**src/rtl/text_terminal_controller.sv**
```systemverilog
// -----------------------------------------------------------------------------
// text_terminal_controller
//
// Byte-stream terminal front end for a character cell buffer. ASCII bytes arrive
// over a valid/ready handshake. The controller tracks the cursor and interprets
// CR/LF/BS/FF. It drives the buffer's write port and its cursor overlay port.
// After reset and on form feed it sweeps every cell with CLEAR_CHAR, one cell per
// clock, in row-major order.
//
// Optional feature: define TERM_CTRL_TAB_EN to enable horizontal tab (0x09)
// handling. This advances the cursor to the next multiple of TAB_WIDTH. When the
// macro is not defined, TAB is ignored like any other non-printable byte.
//
// Ports
//   clk               : single clock
//   rst_n             : asynchronous active-low reset
//   in_valid/in_data  : input byte handshake (valid side)
//   in_ready          : controller accepts in_data this cycle
//   char_hpos/vpos    : buffer write cell
//   char_write_en     : buffer write strobe
//   char_symbol       : code to write
//   cursor_valid      : cursor position valid
//   cursor_display_en : enable cursor blink overlay
//   cursor_hpos/vpos  : cursor cell
//   busy              : clear sweep in progress
// All outputs are registered.
// -----------------------------------------------------------------------------
module text_terminal_controller #(
  parameter int         CHAR_HORZ_CNT = 16,
  parameter int         CHAR_VERT_CNT = 2,
  parameter int         CHAR_HORZ_W   = $clog2(CHAR_HORZ_CNT),
  parameter int         CHAR_VERT_W   = $clog2(CHAR_VERT_CNT),
  parameter logic [7:0] CLEAR_CHAR    = 8'h20
`ifdef TERM_CTRL_TAB_EN
  ,
  parameter int         TAB_WIDTH     = 8
`endif
) (
  input  logic                   clk,
  input  logic                   rst_n,
  input  logic                   in_valid,
  input  logic [7:0]             in_data,
  output logic                   in_ready,
  output logic [CHAR_HORZ_W-1:0] char_hpos,
  output logic [CHAR_VERT_W-1:0] char_vpos,
  output logic                   char_write_en,
  output logic [7:0]             char_symbol,
  output logic                   cursor_valid,
  output logic                   cursor_display_en,
  output logic [CHAR_HORZ_W-1:0] cursor_hpos,
  output logic [CHAR_VERT_W-1:0] cursor_vpos,
  output logic                   busy
);

  localparam logic [CHAR_HORZ_W-1:0] H_LAST = CHAR_HORZ_W'(CHAR_HORZ_CNT - 1);
  localparam logic [CHAR_VERT_W-1:0] V_LAST = CHAR_VERT_W'(CHAR_VERT_CNT - 1);

  typedef enum logic [0:0] {
    S_CLEAR = 1'b0,
    S_IDLE  = 1'b1
  } state_t;

  state_t                 r_state;
  logic [CHAR_HORZ_W-1:0] r_clr_h;
  logic [CHAR_VERT_W-1:0] r_clr_v;
  logic [CHAR_HORZ_W-1:0] r_cur_h;
  logic [CHAR_VERT_W-1:0] r_cur_v;
  logic                   r_in_ready;
  logic [CHAR_HORZ_W-1:0] r_char_hpos;
  logic [CHAR_VERT_W-1:0] r_char_vpos;
  logic                   r_char_write_en;
  logic [7:0]             r_char_symbol;
  logic                   r_cursor_valid;
  logic                   r_cursor_display_en;
  logic                   r_busy;

  logic                   w_accept;
  logic                   w_printable;
  logic [CHAR_VERT_W-1:0] w_row_next;
  logic [CHAR_HORZ_W-1:0] w_adv_h;
  logic [CHAR_VERT_W-1:0] w_adv_v;

  assign w_accept    = (r_state == S_IDLE) && in_valid && r_in_ready;
  assign w_printable = (in_data >= 8'h20) && (in_data <= 8'h7E);

  // Wrap by comparing against CNT-1 so non-power-of-2 screen sizes work.
  assign w_row_next = (r_cur_v == V_LAST) ? '0 : r_cur_v + 1'b1;

  // Cursor position after a printable byte: next column, or column 0 of the
  // next row (which itself wraps to row 0 -- there is no scrolling).
  always_comb begin
    w_adv_h = r_cur_h + 1'b1;
    w_adv_v = r_cur_v;
    if (r_cur_h == H_LAST) begin
      w_adv_h = '0;
      w_adv_v = w_row_next;
    end
  end

`ifdef TERM_CTRL_TAB_EN
  localparam logic [CHAR_HORZ_W:0] TAB_W_X = (CHAR_HORZ_W + 1)'(TAB_WIDTH);
  localparam logic [CHAR_HORZ_W:0] H_CNT_X = (CHAR_HORZ_W + 1)'(CHAR_HORZ_CNT);

  logic [CHAR_HORZ_W:0]   w_tab_col;
  logic [CHAR_HORZ_W-1:0] w_tab_h;
  logic [CHAR_VERT_W-1:0] w_tab_v;

  // Next tab stop, computed one bit wider so that a stop past the last column
  // is detectable and can wrap to the next line.
  always_comb begin
    w_tab_col = (({1'b0, r_cur_h} / TAB_W_X) + 1'b1) * TAB_W_X;
    w_tab_h   = w_tab_col[CHAR_HORZ_W-1:0];
    w_tab_v   = r_cur_v;
    if (w_tab_col >= H_CNT_X) begin
      w_tab_h = '0;
      w_tab_v = w_row_next;
    end
  end
`endif

  always_ff @(posedge clk or negedge rst_n) begin
    if (!rst_n) begin
      r_state             <= S_CLEAR;
      r_clr_h             <= '0;
      r_clr_v             <= '0;
      r_cur_h             <= '0;
      r_cur_v             <= '0;
      r_in_ready          <= 1'b0;
      r_char_hpos         <= '0;
      r_char_vpos         <= '0;
      r_char_write_en     <= 1'b0;
      r_char_symbol       <= '0;
      r_cursor_valid      <= 1'b0;
      r_cursor_display_en <= 1'b0;
      r_busy              <= 1'b0;
    end else begin
      case (r_state)
        S_CLEAR: begin
          r_char_write_en     <= 1'b1;
          r_char_hpos         <= r_clr_h;
          r_char_vpos         <= r_clr_v;
          r_char_symbol       <= CLEAR_CHAR;
          r_busy              <= 1'b1;
          r_in_ready          <= 1'b0;
          r_cursor_valid      <= 1'b0;
          r_cursor_display_en <= 1'b0;
          r_cur_h             <= '0;
          r_cur_v             <= '0;
          if (r_clr_h == H_LAST) begin
            r_clr_h <= '0;
            if (r_clr_v == V_LAST) begin
              r_clr_v <= '0;
              r_state <= S_IDLE;
            end else begin
              r_clr_v <= r_clr_v + 1'b1;
            end
          end else begin
            r_clr_h <= r_clr_h + 1'b1;
          end
        end

        S_IDLE: begin
          r_char_write_en     <= 1'b0;
          r_busy              <= 1'b0;
          r_in_ready          <= 1'b1;
          r_cursor_valid      <= 1'b1;
          r_cursor_display_en <= 1'b1;
          if (w_accept) begin
            if (w_printable) begin
              r_char_write_en <= 1'b1;
              r_char_hpos     <= r_cur_h;
              r_char_vpos     <= r_cur_v;
              r_char_symbol   <= in_data;
              r_cur_h         <= w_adv_h;
              r_cur_v         <= w_adv_v;
            end else begin
              case (in_data)
                8'h0D: r_cur_h <= '0;
                8'h0A: r_cur_v <= w_row_next;
                8'h08: begin
                  // Backspace erases the cell it moves onto; at column 0 it is a no-op.
                  if (r_cur_h != '0) begin
                    r_cur_h         <= r_cur_h - 1'b1;
                    r_char_write_en <= 1'b1;
                    r_char_hpos     <= r_cur_h - 1'b1;
                    r_char_vpos     <= r_cur_v;
                    r_char_symbol   <= CLEAR_CHAR;
                  end
                end
                8'h0C: begin
                  // Drop ready right away so no byte is taken in the cycle
                  // before the sweep's first write.
                  r_state             <= S_CLEAR;
                  r_clr_h             <= '0;
                  r_clr_v             <= '0;
                  r_in_ready          <= 1'b0;
                  r_cursor_valid      <= 1'b0;
                  r_cursor_display_en <= 1'b0;
                  r_cur_h             <= '0;
                  r_cur_v             <= '0;
                end
`ifdef TERM_CTRL_TAB_EN
                8'h09: begin
                  r_cur_h <= w_tab_h;
                  r_cur_v <= w_tab_v;
                end
`endif
                default: ;
              endcase
            end
          end
        end

        default: r_state <= S_CLEAR;
      endcase
    end
  end

  assign in_ready          = r_in_ready;
  assign char_hpos         = r_char_hpos;
  assign char_vpos         = r_char_vpos;
  assign char_write_en     = r_char_write_en;
  assign char_symbol       = r_char_symbol;
  assign cursor_valid      = r_cursor_valid;
  assign cursor_display_en = r_cursor_display_en;
  assign cursor_hpos       = r_cur_h;
  assign cursor_vpos       = r_cur_v;
  assign busy              = r_busy;

endmodule

```
**config.mk**
```make
export PLATFORM = sky130hd
export DESIGN_NAME = text_terminal_controller
export DESIGN_NICKNAME = d
export VERILOG_FILES = /design/src/rtl/text_terminal_controller.sv
export SDC_FILE = /design/constraint.sdc
export NUM_CORES = 1
export LEC_CHECK = 0
export BUFFER_PORTS_ARGS = -buffer_cell sky130_fd_sc_hd__buf_4
export CAP_MARGIN = 10
export CORE_ASPECT_RATIO = 1.1
export CORE_MARGIN = 2
export CORE_UTILIZATION = 50
export CTS_BUF_LIST = sky130_fd_sc_hd__clkbuf_8
export DETAILED_ROUTE_END_ITERATION = 8
export PLACE_DENSITY = 0.78
export SYNTH_ARGS = -nofsm -noshare
export SYNTH_HDL_FRONTEND = slang
export SYNTH_SLANG_ARGS = --single-unit
```
**constraint.sdc**
```tcl
create_clock -name clk -period 2.1 [get_ports clk]
set_input_delay 0.42 -clock clk [delete_from_list [all_inputs] [get_ports clk]]
set_output_delay 0.42 -clock clk [all_outputs]
set_load 0.005 [all_outputs]
```
==> key figures <==
Status
  • Status: complete, no violations

Timing
  • Hold_ws: 0.0360 ns
  • Final hold violations: 0
  • Worst Max-Slew Pin Slew: approximately 0.45 ns
  • Final worst-path cycle share: around 95%
  • Setup Skew: ~0.0044 ns
  • Setup TNS: 0 ns
  • Final Max Slew Viols: 0
  • Unrepaired setup endpoints after global routing: false
  • Worst slew margin: 70.1%
  • Peak Freq: 503 MHz
  • Clock period minus worst slack: 1.99 ns
  • Setup slack after layout: 0.112 ns
  • Endpoints failing setup: 0

Logic synthesis
  • Synth Flop Type: dfrtp_1
  • Cell Area, Synth: about 1500 sq um
  • Yosys warns: 0
  • Syn_nets: about 160
  • Post-synthesis cell type count: 44
  • Post-synthesis register bit count: 27
  • Post-synth ARST share: 100%
  • Synthesized area per cell: ~10 sq um
  • EDFF count, synth: 0
  • Seq/Total Area, Yosys: 44.7%
  • Synth Instances: 146

Setup path
  • CP delay by family, top: simple AND/OR/NAND/NOR gates
  • Crit Path Max Fanout: 6
  • Slowest cell on crit path: or4_4
  • Crit start category: primary input
  • Critical path type: primary input to flop
  • Worst stage delay on the critical path: 0.51 ns
  • Setup crit end kind: flop
  • WP data arrival: 2.15 ns
  • Cells along the critical path: buf_4 > nor4_2 > nand3b_1 > or4_4 > a31oi_4 > mux2_2
  • Buf/Inv on CP: 1
  • CP required: 2.27 ns

GRT
  • First-pass GRT wire length: 6200 um
  • Initial antenna violation count: 0
  • Vias in the first global route: roughly 1300
  • GR Util All Layers: a little under a quarter
  • Largest net degree at the start of global routing: 28
  • Grt ovf: 0

Flow run
  • Max capacitance violation total: 0

Routing
  • Detailed Routing Iterations Pass 1: 4
  • Routed WL: 3600 um
  • DRC Markers: 0
  • Antenna viol nets, final: 0
  • Vias: ~1300
  • Vias per cell: 6.14
  • Drt wl/cell: 16.7 um
  • Initial drt markers: 66

Cells and area
  • Multi-input logic area: 742 sq um
  • Area Growth Syn to Fin: 22.4%
  • Sequential cell area: 676 sq um
  • Final nets: 199
  • Filler instances: 227
  • ANT cells: 0
  • Layout cells sized above 1: between 30% and 40%
  • Most frequent cells in the layout: buf_4 (40), dfrtp_1 (27), inv_1 (12), o21ai_0 (11), nand2_1 (9)
  • Final core utilization: 65.4%
  • Commonest non-fill, non-tap cell in the layout: buf_4

Floorplanning
  • Initial core utilization: 53.5%
  • Core Footprint: 2830 sq um
  • Die X: 56.4 um
  • Std cell rows: 20
  • Die area: about 3500 sq um
  • Io pins: 34
  • Die height: 61.7 um

Power
  • Peak supply drop: 0.883 mV
  • Pwr dens: 1010 nW/um^2
  • Leak: between 0.8 and 0.9 nW

Clocking
  • Worst skew pair latency: 0.28 ns
  • Setup bufs post-CTS: 0
  • Worst-path clk slew: 0.09 ns
  • CTS tree: built
  • Hold buffer count at CTS: 0
  • Clock Root Buffer: clkbuf_8
  • Post-cts resize count: 0
  • Sink Count: 27
  • Num CTS Buffers: 3
  • Clock Path Buffers: 2
  • H-tree Lvls: 1

Placement
  • RD Place Congestion: 0.921
  • Port Buffers: 33
  • DP HPWL: ~2700 um
  • Pre-CTS setup slack: -0.168 ns

Hold path
  • Hold Crit Class: primary input to asynchronous set/reset pin
where the power goes:
part	internal, mW	total (mW)	switching [mW]	leakage [nW]
logic	0.454	0.800	0.346	0.511
registers	0.646	0.765	0.119	0.325
clock network	0.131	0.295	0.163	0.0269
total	1.23	1.86	0.629	0.863
cell usage after synthesis, types with 3 or more instances:
| master | n | area, sq um |
|---|---|---|
| o21ai_0 | 11 | 55.1 |
| a21o_1 | 3 | 22.5 |
| nor3_1 | 4 | 20.0 |
| a22o_1 | 4 | 35.0 |
| mux2_2 | 7 | 78.8 |
| dfrtp_1 | 27 | 676 |
| nor2_1 | 5 | 18.8 |
| nand2_1 | 9 | 33.8 |
| nand3_1 | 4 | 20.0 |
| xnor2_1 | 5 | 43.8 |
| inv_1 | 11 | 41.3 |
| nand4_1 | 7 | 43.8 |
| a21oi_1 | 4 | 20.0 |
| ha_1 | 4 | 50.1 |
| clkbuf_1 | 3 | 11.3 |
cell type report:
class | instances | share of cell area, %
repair buffers | 40 | 16.2
flip-flops and latches | 27 | 36.5
clock buffers | 3 | 2.23
clock inverters | 1 | 0.203
well taps | 33 | 2.23
multi-input cells | 100 | 40.1
inverters | 12 | 2.44
registers in the layout (all words and copies together), names as in the netlist:
| name | flops |
|---|---|
| char_symbol | 8 |
| char_hpos | 4 |
| cursor_hpos | 4 |
| r_clr_h | 4 |
| busy | 1 |
| char_vpos | 1 |
| char_write_en | 1 |
| cursor_display_en | 1 |
| cursor_vpos | 1 |
| r_clr_v | 1 |
| r_state | 1 |
cell families after synthesis:
kind of cell    count (synthesis)  synth area share (%)
compound gates                 39                  19.0
buf+inv                        19                  6.21
simple gates                   39                  14.2
mux                            12                  9.02
flops                          27                  44.7
fa+ha+maj                       4                  3.31
xor+xnor                        6                  3.48
metal layers:
metal  track usage [%]  routed length [um]
met2              40.0                1750
met4              8.84                  29
met5                 0                   0
met1              28.9                1540
met3              3.99                 280
per-stage QoR:
step / instances / cell area (sq um) / power, mW
3_3_place_gp: 212 / 1800 / 1.55
5_1_grt: 216 / 1850 / 1.99
4_1_cts: 216 / 1850 / 1.86
6_report: 216 / 1850 / 1.86
2_1_floorplan: 146 / 1510 / 1.22
3_5_place_dp: 212 / 1800 / 1.57
final timing paths:
check	start	to	slack (ns)	cells after the start
worst max register to register	cursor_hpos[1]$_DFFE_PN0P_	char_hpos[0]$_DFFE_PN0P_	0.11	6
worst min register to register	char_symbol[5]$_DFFE_PN0P_	char_symbol[5]$_DFFE_PN0P_	0.52	1
worst min-delay path	rst_n	char_symbol[7]$_DFFE_PN0P_	0.04	1
worst max-delay path	in_data[4]	char_hpos[0]$_DFFE_PN0P_	0.11	6
max in group asynchronous	rst_n	cursor_hpos[3]$_DFFE_PN0P_	1.80	1
min in group clk	in_data[0]	char_symbol[0]$_DFFE_PN0P_	0.43	3
Power figures use the tool's default switching activity.
